`src/rtl/vga_pkg.sv`:
```
// 640x480@60 timing constants and the RGB888 pixel type shared with the picture generator.
// Pure definitions: no logic, no latency, no flow control.
package vga_pkg;

    localparam int CNT_W = 10;

    localparam int H_SYNC   = 96;
    localparam int H_BACK   = 48;
    localparam int H_ACTIVE = 640;
    localparam int H_FRONT  = 16;
    localparam int V_SYNC   = 2;
    localparam int V_BACK   = 33;
    localparam int V_ACTIVE = 480;
    localparam int V_FRONT  = 10;

    localparam int H_TOTAL = H_SYNC + H_BACK + H_ACTIVE + H_FRONT;
    localparam int V_TOTAL = V_SYNC + V_BACK + V_ACTIVE + V_FRONT;

    typedef struct packed {
        logic [7:0] r;
        logic [7:0] g;
        logic [7:0] b;
    } rgb_t;

endpackage

```
`src/rtl/vga_counter.sv`:
```
// Wrap counter 0..MAX-1 advancing on inc; wrap flags the last count while inc is high.
// cnt is registered, wrap is combinational; no stall beyond inc.
module vga_counter
    import vga_pkg::*;
#(
    parameter int MAX = 800
) (
    input  logic             clk,
    input  logic             rst_n,
    input  logic             inc,
    output logic [CNT_W-1:0] cnt,
    output logic             wrap
);

    localparam logic [CNT_W-1:0] LAST = CNT_W'(MAX - 1);

    assign wrap = inc && (cnt == LAST);

    always_ff @(posedge clk) begin
        if (!rst_n) begin
            cnt <= '0;
        end else if (inc) begin
            cnt <= wrap ? '0 : cnt + CNT_W'(1);
        end
    end

endmodule

```
`src/rtl/vga_timing_ctrl.sv`:
```
// VGA raster timing plus registered pin stage; addresses/valid are same-cycle, pins lag by 1 clock.
// Free-running on the pixel clock: no enable, no stall, no backpressure.
module vga_timing_ctrl #(
    parameter int H_SYNC   = vga_pkg::H_SYNC,
    parameter int H_BACK   = vga_pkg::H_BACK,
    parameter int H_ACTIVE = vga_pkg::H_ACTIVE,
    parameter int H_FRONT  = vga_pkg::H_FRONT,
    parameter int V_SYNC   = vga_pkg::V_SYNC,
    parameter int V_BACK   = vga_pkg::V_BACK,
    parameter int V_ACTIVE = vga_pkg::V_ACTIVE,
    parameter int V_FRONT  = vga_pkg::V_FRONT
) (
    input  logic        clk,
    input  logic        rst_n,
    input  logic [23:0] vga_data,
    output logic [9:0]  h_addr,
    output logic [9:0]  v_addr,
    output logic        valid,
    output logic        hsync,
    output logic        vsync,
    output logic        blank_n,
    output logic [7:0]  vga_r,
    output logic [7:0]  vga_g,
    output logic [7:0]  vga_b,
    output logic        frame_start
);
    import vga_pkg::*;

    localparam int H_TOT = H_SYNC + H_BACK + H_ACTIVE + H_FRONT;
    localparam int V_TOT = V_SYNC + V_BACK + V_ACTIVE + V_FRONT;

    localparam logic [9:0] H_SYNC_END = 10'(H_SYNC);
    localparam logic [9:0] V_SYNC_END = 10'(V_SYNC);
    localparam logic [9:0] H_ACT_LO   = 10'(H_SYNC + H_BACK);
    localparam logic [9:0] H_ACT_HI   = 10'(H_SYNC + H_BACK + H_ACTIVE);
    localparam logic [9:0] V_ACT_LO   = 10'(V_SYNC + V_BACK);
    localparam logic [9:0] V_ACT_HI   = 10'(V_SYNC + V_BACK + V_ACTIVE);

    logic [9:0] h_cnt;
    logic [9:0] v_cnt;
    logic       h_wrap;
    logic       v_wrap;
    logic       h_active;
    logic       v_active;
    rgb_t       pix;

    vga_counter #(.MAX(H_TOT)) u_h_counter (
        .clk   (clk),
        .rst_n (rst_n),
        .inc   (1'b1),
        .cnt   (h_cnt),
        .wrap  (h_wrap)
    );

    // The line counter steps once per completed line.
    vga_counter #(.MAX(V_TOT)) u_v_counter (
        .clk   (clk),
        .rst_n (rst_n),
        .inc   (h_wrap),
        .cnt   (v_cnt),
        .wrap  (v_wrap)
    );

    v_wrap_at_line_end: assert property (@(posedge clk) disable iff (!rst_n) v_wrap |-> h_wrap);

    assign h_active = (h_cnt >= H_ACT_LO) && (h_cnt < H_ACT_HI);
    assign v_active = (v_cnt >= V_ACT_LO) && (v_cnt < V_ACT_HI);
    assign valid    = h_active && v_active;

    // Addresses are forced to 0 in blanking so the subtraction never shows an underflow.
    assign h_addr = valid ? (h_cnt - H_ACT_LO) : 10'd0;
    assign v_addr = valid ? (v_cnt - V_ACT_LO) : 10'd0;

    assign pix = valid ? rgb_t'(vga_data) : '0;

    always_ff @(posedge clk) begin
        if (!rst_n) begin
            hsync       <= 1'b1;
            vsync       <= 1'b1;
            blank_n     <= 1'b0;
            vga_r       <= 8'd0;
            vga_g       <= 8'd0;
            vga_b       <= 8'd0;
            frame_start <= 1'b0;
        end else begin
            hsync       <= !(h_cnt < H_SYNC_END);
            vsync       <= !(v_cnt < V_SYNC_END);
            blank_n     <= valid;
            vga_r       <= pix.r;
            vga_g       <= pix.g;
            vga_b       <= pix.b;
            frame_start <= (h_cnt == 10'd0) && (v_cnt == 10'd0);
        end
    end

endmodule

```
`config.mk`:
```
export PLATFORM = sky130hd
export DESIGN_NAME = vga_timing_ctrl
export DESIGN_NICKNAME = d
export VERILOG_FILES = /design/src/rtl/vga_pkg.sv /design/src/rtl/vga_counter.sv /design/src/rtl/vga_timing_ctrl.sv
export SDC_FILE = /design/constraint.sdc
export NUM_CORES = 1
export LEC_CHECK = 0
export ABC_AREA = 0
export ABC_CLOCK_PERIOD_IN_PS = 2360
export CELL_PAD_IN_SITES_DETAIL_PLACEMENT = 1
export CELL_PAD_IN_SITES_GLOBAL_PLACEMENT = 2
export CORE_MARGIN = 3
export CORE_UTILIZATION = 25
export CTS_BUF_LIST = sky130_fd_sc_hd__clkbuf_4
export CTS_CLUSTER_SIZE = 12
export DETAILED_ROUTE_END_ITERATION = 6
export PLACE_DENSITY = 0.86
export SLEW_MARGIN = 20
export SYNTH_ARGS = -nofsm -noshare
export SYNTH_HDL_FRONTEND = slang
export SYNTH_SLANG_ARGS = --single-unit
```
`constraint.sdc`:
```
create_clock -name clk -period 2.36 [get_ports clk]
set_clock_uncertainty 0.15 [all_clocks]
set_input_delay 0.472 -clock clk [delete_from_list [all_inputs] [get_ports clk]]
set_output_delay 0.472 -clock clk [all_outputs]
set_load 0.05 [all_outputs]
```
-- After elaboration in Yosys (flattened, before gate mapping)
Index checks and enable logic that the tools add are counted.
- flip-flop bits (word level): 48
- bits in latches: 0
- bits in writable memories: 0
- memory bits (read-only): 0
- input port bits: 26
- output and inout bits: 49
- memories: 0
- add/sub/neg operators: 4
- multiply operators: 0
- divide/modulo/power cells: 0
- magnitude comparators: 6
- eq/ne operators: 2
- shift operators: 0
- muxes and demuxes: 3
- bitwise operators: 1
- reductions and logical operators: 11
- operators with widths (cell ; count):
    two-way mux 10 bit ; 3
    adder 10 x 1 -> 10 bit, second input constant ; 2
    equality test 10 bit, second input constant ; 2
    logical NOT 10 bit ; 2
    < comparator 10 bit, second input constant ; 2
    >= comparator 10 x 6 -> 1 bit, second input constant ; 1
    >= comparator 10 x 8 -> 1 bit, second input constant ; 1
    < comparator 10 x 2 -> 1 bit, second input constant ; 1
    < comparator 10 x 7 -> 1 bit, second input constant ; 1
    subtractor 10 x 6 -> 10 bit, second input constant ; 1
    subtractor 10 x 8 -> 10 bit, second input constant ; 1
    logical AND 1 bit ; 5
    logical NOT 1 bit ; 2
    AND reduction 2 bit ; 1
    OR reduction 2 bit ; 1
    inverter 1 bit ; 1

-- Longest topological paths before layout
- word-level depth: 4
- mapped depth: 8
- gate-level depth less buffers: 6

-- By module
A second synthesis with hierarchy kept.
- cells, all modules: 243
- area total of the unflattened synthesis: 2269.7 um2
- by module, submodules not included (module ; times used ; cells each ; area an instance (um2) ; seq. area each (um2)):
    vga_timing_ctrl ; 1 ; 131 ; 1247.4 ; 560.5
    vga_counter at u_v_counter ; 1 ; 56 ; 513.0 ; 200.2
    vga_counter at u_h_counter ; 1 ; 56 ; 509.2 ; 200.2

-- Least setup slack after synthesis
OpenSTA, ideal clock, no wires.
- path kind: register to output
- start: reg u_h_counter.cnt[0]
- end: out h_addr[0]
- data arrival time: 2.786 ns
- data required time: 1.738 ns
- setup slack: -1.048 ns
- stages on the path, launching flop included: 9
- path buffers: 2
- path through: dfxtp_1 > inv_1 > ha_1 > or3b_1 > or3_1 > a311o_1 > buf_6 > buf_6 > nor3_1
- longest elaborated chain between the ends: 4
- elaborated cells between the ends (all ways): 6
- classes of those cells: add/sub: 1; order compare: 2; mux: 1; reduce/logical: 2
- ends and longest elaborated chain (item ; line ; RTL):
    start, declared ; vga_counter.sv:11 ; output logic [CNT_W-1:0] cnt,
    start signal, assigned ; vga_counter.sv:23 ; cnt <= wrap ? '0 : cnt + CNT_W'(1);
    >= comparator 10 x 8 -> 1 bit / < comparator 10 bit (equally long branches) ; vga_timing_ctrl.sv:66 ; assign h_active = (h_cnt >= H_ACT_LO) && (h_cnt < H_ACT_HI);
    logical AND 1 bit ; vga_timing_ctrl.sv:66 ;
    logical AND 1 bit ; vga_timing_ctrl.sv:68 ; assign valid = h_active && v_active;
    two-way mux 10 bit (*) ; vga_timing_ctrl.sv:71 ; assign h_addr = valid ? (h_cnt - H_ACT_LO) : 10'd0;
    end, declared ; vga_timing_ctrl.sv:16 ; output logic [9:0] h_addr,
Every way passes the cells marked *; elsewhere a longest branch is shown, timed or not.

-- Worst setup path after layout
- start: reg u_h_counter.cnt[0]
- end: out h_addr[2]
Same word-level chain as after synthesis.

==> impl_metrics.ini <==
[worst_hold_path]
hp-class = flop to flop
timing.hold.worst.start = u_h_counter.cnt[8]$_SDFF_PP0_
worst_hold_path.endpoint = hsync$_SDFF_PN1_
hold_path_depth = 2

[setup_path]
startpoint_type = flop
critical_path_s_most_frequent_cell = buf_12
timing.critical_path.slowest_cell_delay_ns = 0.37
setup.worst_path.class = flop to output port
timing.reg2reg.worst_path_depth = 8
cp.arrival_ns = 2.59
critPathSlowestCell = or3b_4
cp_data_required_time_ns = 1.74
path_cells = inv_2 -> ha_1 -> or3b_4 -> or3_1 -> a311o_2 -> buf_12 -> nor3b_4 -> buf_12
worstPathMaxFanout = 13
reg2reg_setup_slack_ns = -0.06
worstReg2RegEnd = vga_b[4]$_SDFF_PN0_
worstPathBufferInverterCount = 3
cp-startpoint = u_h_counter.cnt[0]$_SDFF_PP0_
rr_startpoint = u_h_counter.cnt[0]$_SDFF_PP0_
path_delay_family = simple AND/OR/NAND/NOR gates
worst_setup_path_end_kind = output port

[cells_and_area]
final_cells = 514
utilization = 0.439
drive_gt1_frac = 0.338
seqCellArea_um2 = 963
filler_cell_count = 1076
syn_to_final_growth_pct = 68.8
antenna_cells = 0
finished_cell_area_mm2 = 0.00411
nNetsFinal = 419
area_of_the_multi_input_gates_mm2 = 0.00149

[global_route]
grt_start_max_net_pins = 25
grt_pass1_vias = 2365
grt_antenna_before_repair = 0
track_usage = 0.135
first_pass_grt_wire_length_mm = 12.3
global_route.overflow_total = 0

[die]
floorplan.die_area_mm2 = 0.0110
die_y_um = 105
site_row_count = 35
floorplan.die.width_um = 105
design.portCount = 75
initial_util = 0.260
design.core.area_mm2 = 0.00937

[sta]
maxSlewViolCount = 0
fmax_mhz = 311
slew_headroom = 0.643
post-route-min-period_ns = 3.21
timing.final.setup_violations = 45
worst_hold_slack_ns = 0.420
layout_worst_path_cycle_share = 1.36
timing.final.ws_setup_ns = -0.851
finalHoldViolCount = 0
worstMarginPinSlew_ns = 0.533
rsz_0062_raised_after_global_routing = true
final.setup.tns_ns = -17.43

[power_and_ir_drop]
ir_worst_vdd_mv = 0.171
power_density_mw_per_mm2 = 323
total_power_mw = 1.33
static_leakage_nw = 1.53

[placed_design]
place_area_mm2 = 0.00401
port_buffers = 74
routabilityCongestion = 0.788
place_worst_setup_slack_ns = -0.413
dp.final_hpwl_mm = 5.67
dp.cells = 504

[clock_tree]
cts-buffers-inserted = 5
clock_insertion_delay_at_the_later_pin_of_the_skew_report_ns = 0.37
clk_transition_reported_paths_ns = 0.15
clock-root-buffer = clkbuf_4
cts.sink_count = 48
cts_tree = built
cts-htree-levels = 2
cts-root-to-sink-buffers = 2
ctsHoldBuffers = 0

[synth]
synthesized_netlist_cell_count = 279
postSynth.asyncResetShare = 0
yosys_register_bits = 48
postSynthNetCount = 313
synth_top_cell_by_area = dfxtp_1
synth_ff_type = dfxtp_1
synth.most_common_cell = dfxtp_1
top_area_cells_in_the_synthesized_netlist = dfxtp_1, nor3_2, xnor2_1
post_synth_edffs = 0
yosysTopAreaCellShare = 0.394
ys_seq_area_frac = 0.394
netlist_area_mm2 = 0.00244
yosys.cell_types.count = 33
post_synth.cell_area_avg_um2 = 8.73
synth_warnings = 0
synth.top_cells.by_count = dfxtp_1, nand2_1, nor3_2

[status]
failed_checks = setup timing
run_status = finished with violations

[drt]
firstDrtPassIters = 4
post_drt_via_cell_ratio = 4.41
routed_wire_length_mm = 7.30
drcViolationCount = 0
drtAntennaViolNets = 0
vias = 2269
drtIter0Drc = 60
drt-wirelength-per-cell_um = 14.2

[run]
max_cap_check_violation_count = 0
per-layer routing:
metal	wire, um	global-route usage
met1	3420	0.179
met2	3350	0.222
met3	437	0.0290
met4	100	0.0356
met5	0	0
placed cells by master (no fill, tap or decap), drive strengths merged:
master         synthesis  routed
or2                    1       1
nand4b                 1       1
buf                   11      71
nand2                 39      39
nand4bb                1       1
nor4                   9       9
and3                   1       1
o31a                   1       1
a21o                   1       1
nand3                  8       8
or3b                   1       1
a21oi                 11      11
clkinvlp               0       1
a311o                  1       1
clkinv                 0       1
dfxtp                 48      48
and4b                  1       1
a2111o                 1       1
or3                    3       3
nor3                  45      45
xor2                   4       4
nor3b                  4       4
clkbuf                14       5
o41ai                  1       1
ha                     8       8
inv                   10      10
nand4                  5       5
xnor2                 21      21
nand2b                 1       1
clkdlybuf4s50          0      53
nor2                  24      24
a211oi                 1       1
o21ai                  2       2
worst reg2reg max path, stage by stage (launching register included):
cell and delay (ns):
dfxtp_2 0.36, inv_2 0.05, ha_1 0.13, or3b_4 0.37, or3_1 0.35, a311o_2 0.36
buf_6 0.20, buf_8 0.19, nor3_2 0.18
worst max path at each step:
stage	end	slack (ns)	depth (start not counted)
global placement	h_addr[2]	-0.36	8
CTS	v_addr[1]	-0.87	8
detailed placement	v_addr[3]	-0.41	8
floorplan	h_addr[6]	-0.48	8
global route	h_addr[2]	-0.95	8
finish	h_addr[2]	-0.85	8
flip-flops by register name, summed over array words and instances (netlist names):
signal	flops
hsync	1
u_v_counter.cnt	10
frame_start	1
vga_g	8
vga_r	8
blank_n	1
vga_b	8
vsync	1
u_h_counter.cnt	10
cell families after synthesis:
| kind of cell | synth area share |
|---|---|
| flip-flops | 0.394 |
| buffers and inverters | 0.0724 |
| XOR/XNOR | 0.0899 |
| AO/OA/AOI/OAI | 0.0488 |
| adder cells (fa/ha/maj) | 0.0411 |
| AND/OR/NAND/NOR | 0.353 |
report_power, final:
part           total, mW  internal (mW)  leakage (nW)  switching [mW]
registers          0.823          0.819         0.389         0.00364
clock network      0.370          0.109        0.0271           0.261
logic              0.136         0.0738          1.12          0.0620
total               1.33           1.00          1.53           0.327
final cells by class:
type                       instances  area share
multi-input combinational        196       0.363
inverter                          10     0.00913
clock inverter                     2     0.00304
sequential                        48       0.234
timing repair buffer             124       0.342
tap                              129      0.0392
clock buffer                       5     0.00913
what timing repair did:
action | 4_1_cts | 5_1_grt
gates cloned | 0 | 0
endpoints found under the setup margin | 45 | 45
setup buffers | 1 | 2
pin swaps | 1 | 1
endpoints found under the hold margin | 0 | 0
resized for setup | 4 | 5
No activity file was read; power rests on OpenSTA's default activity.
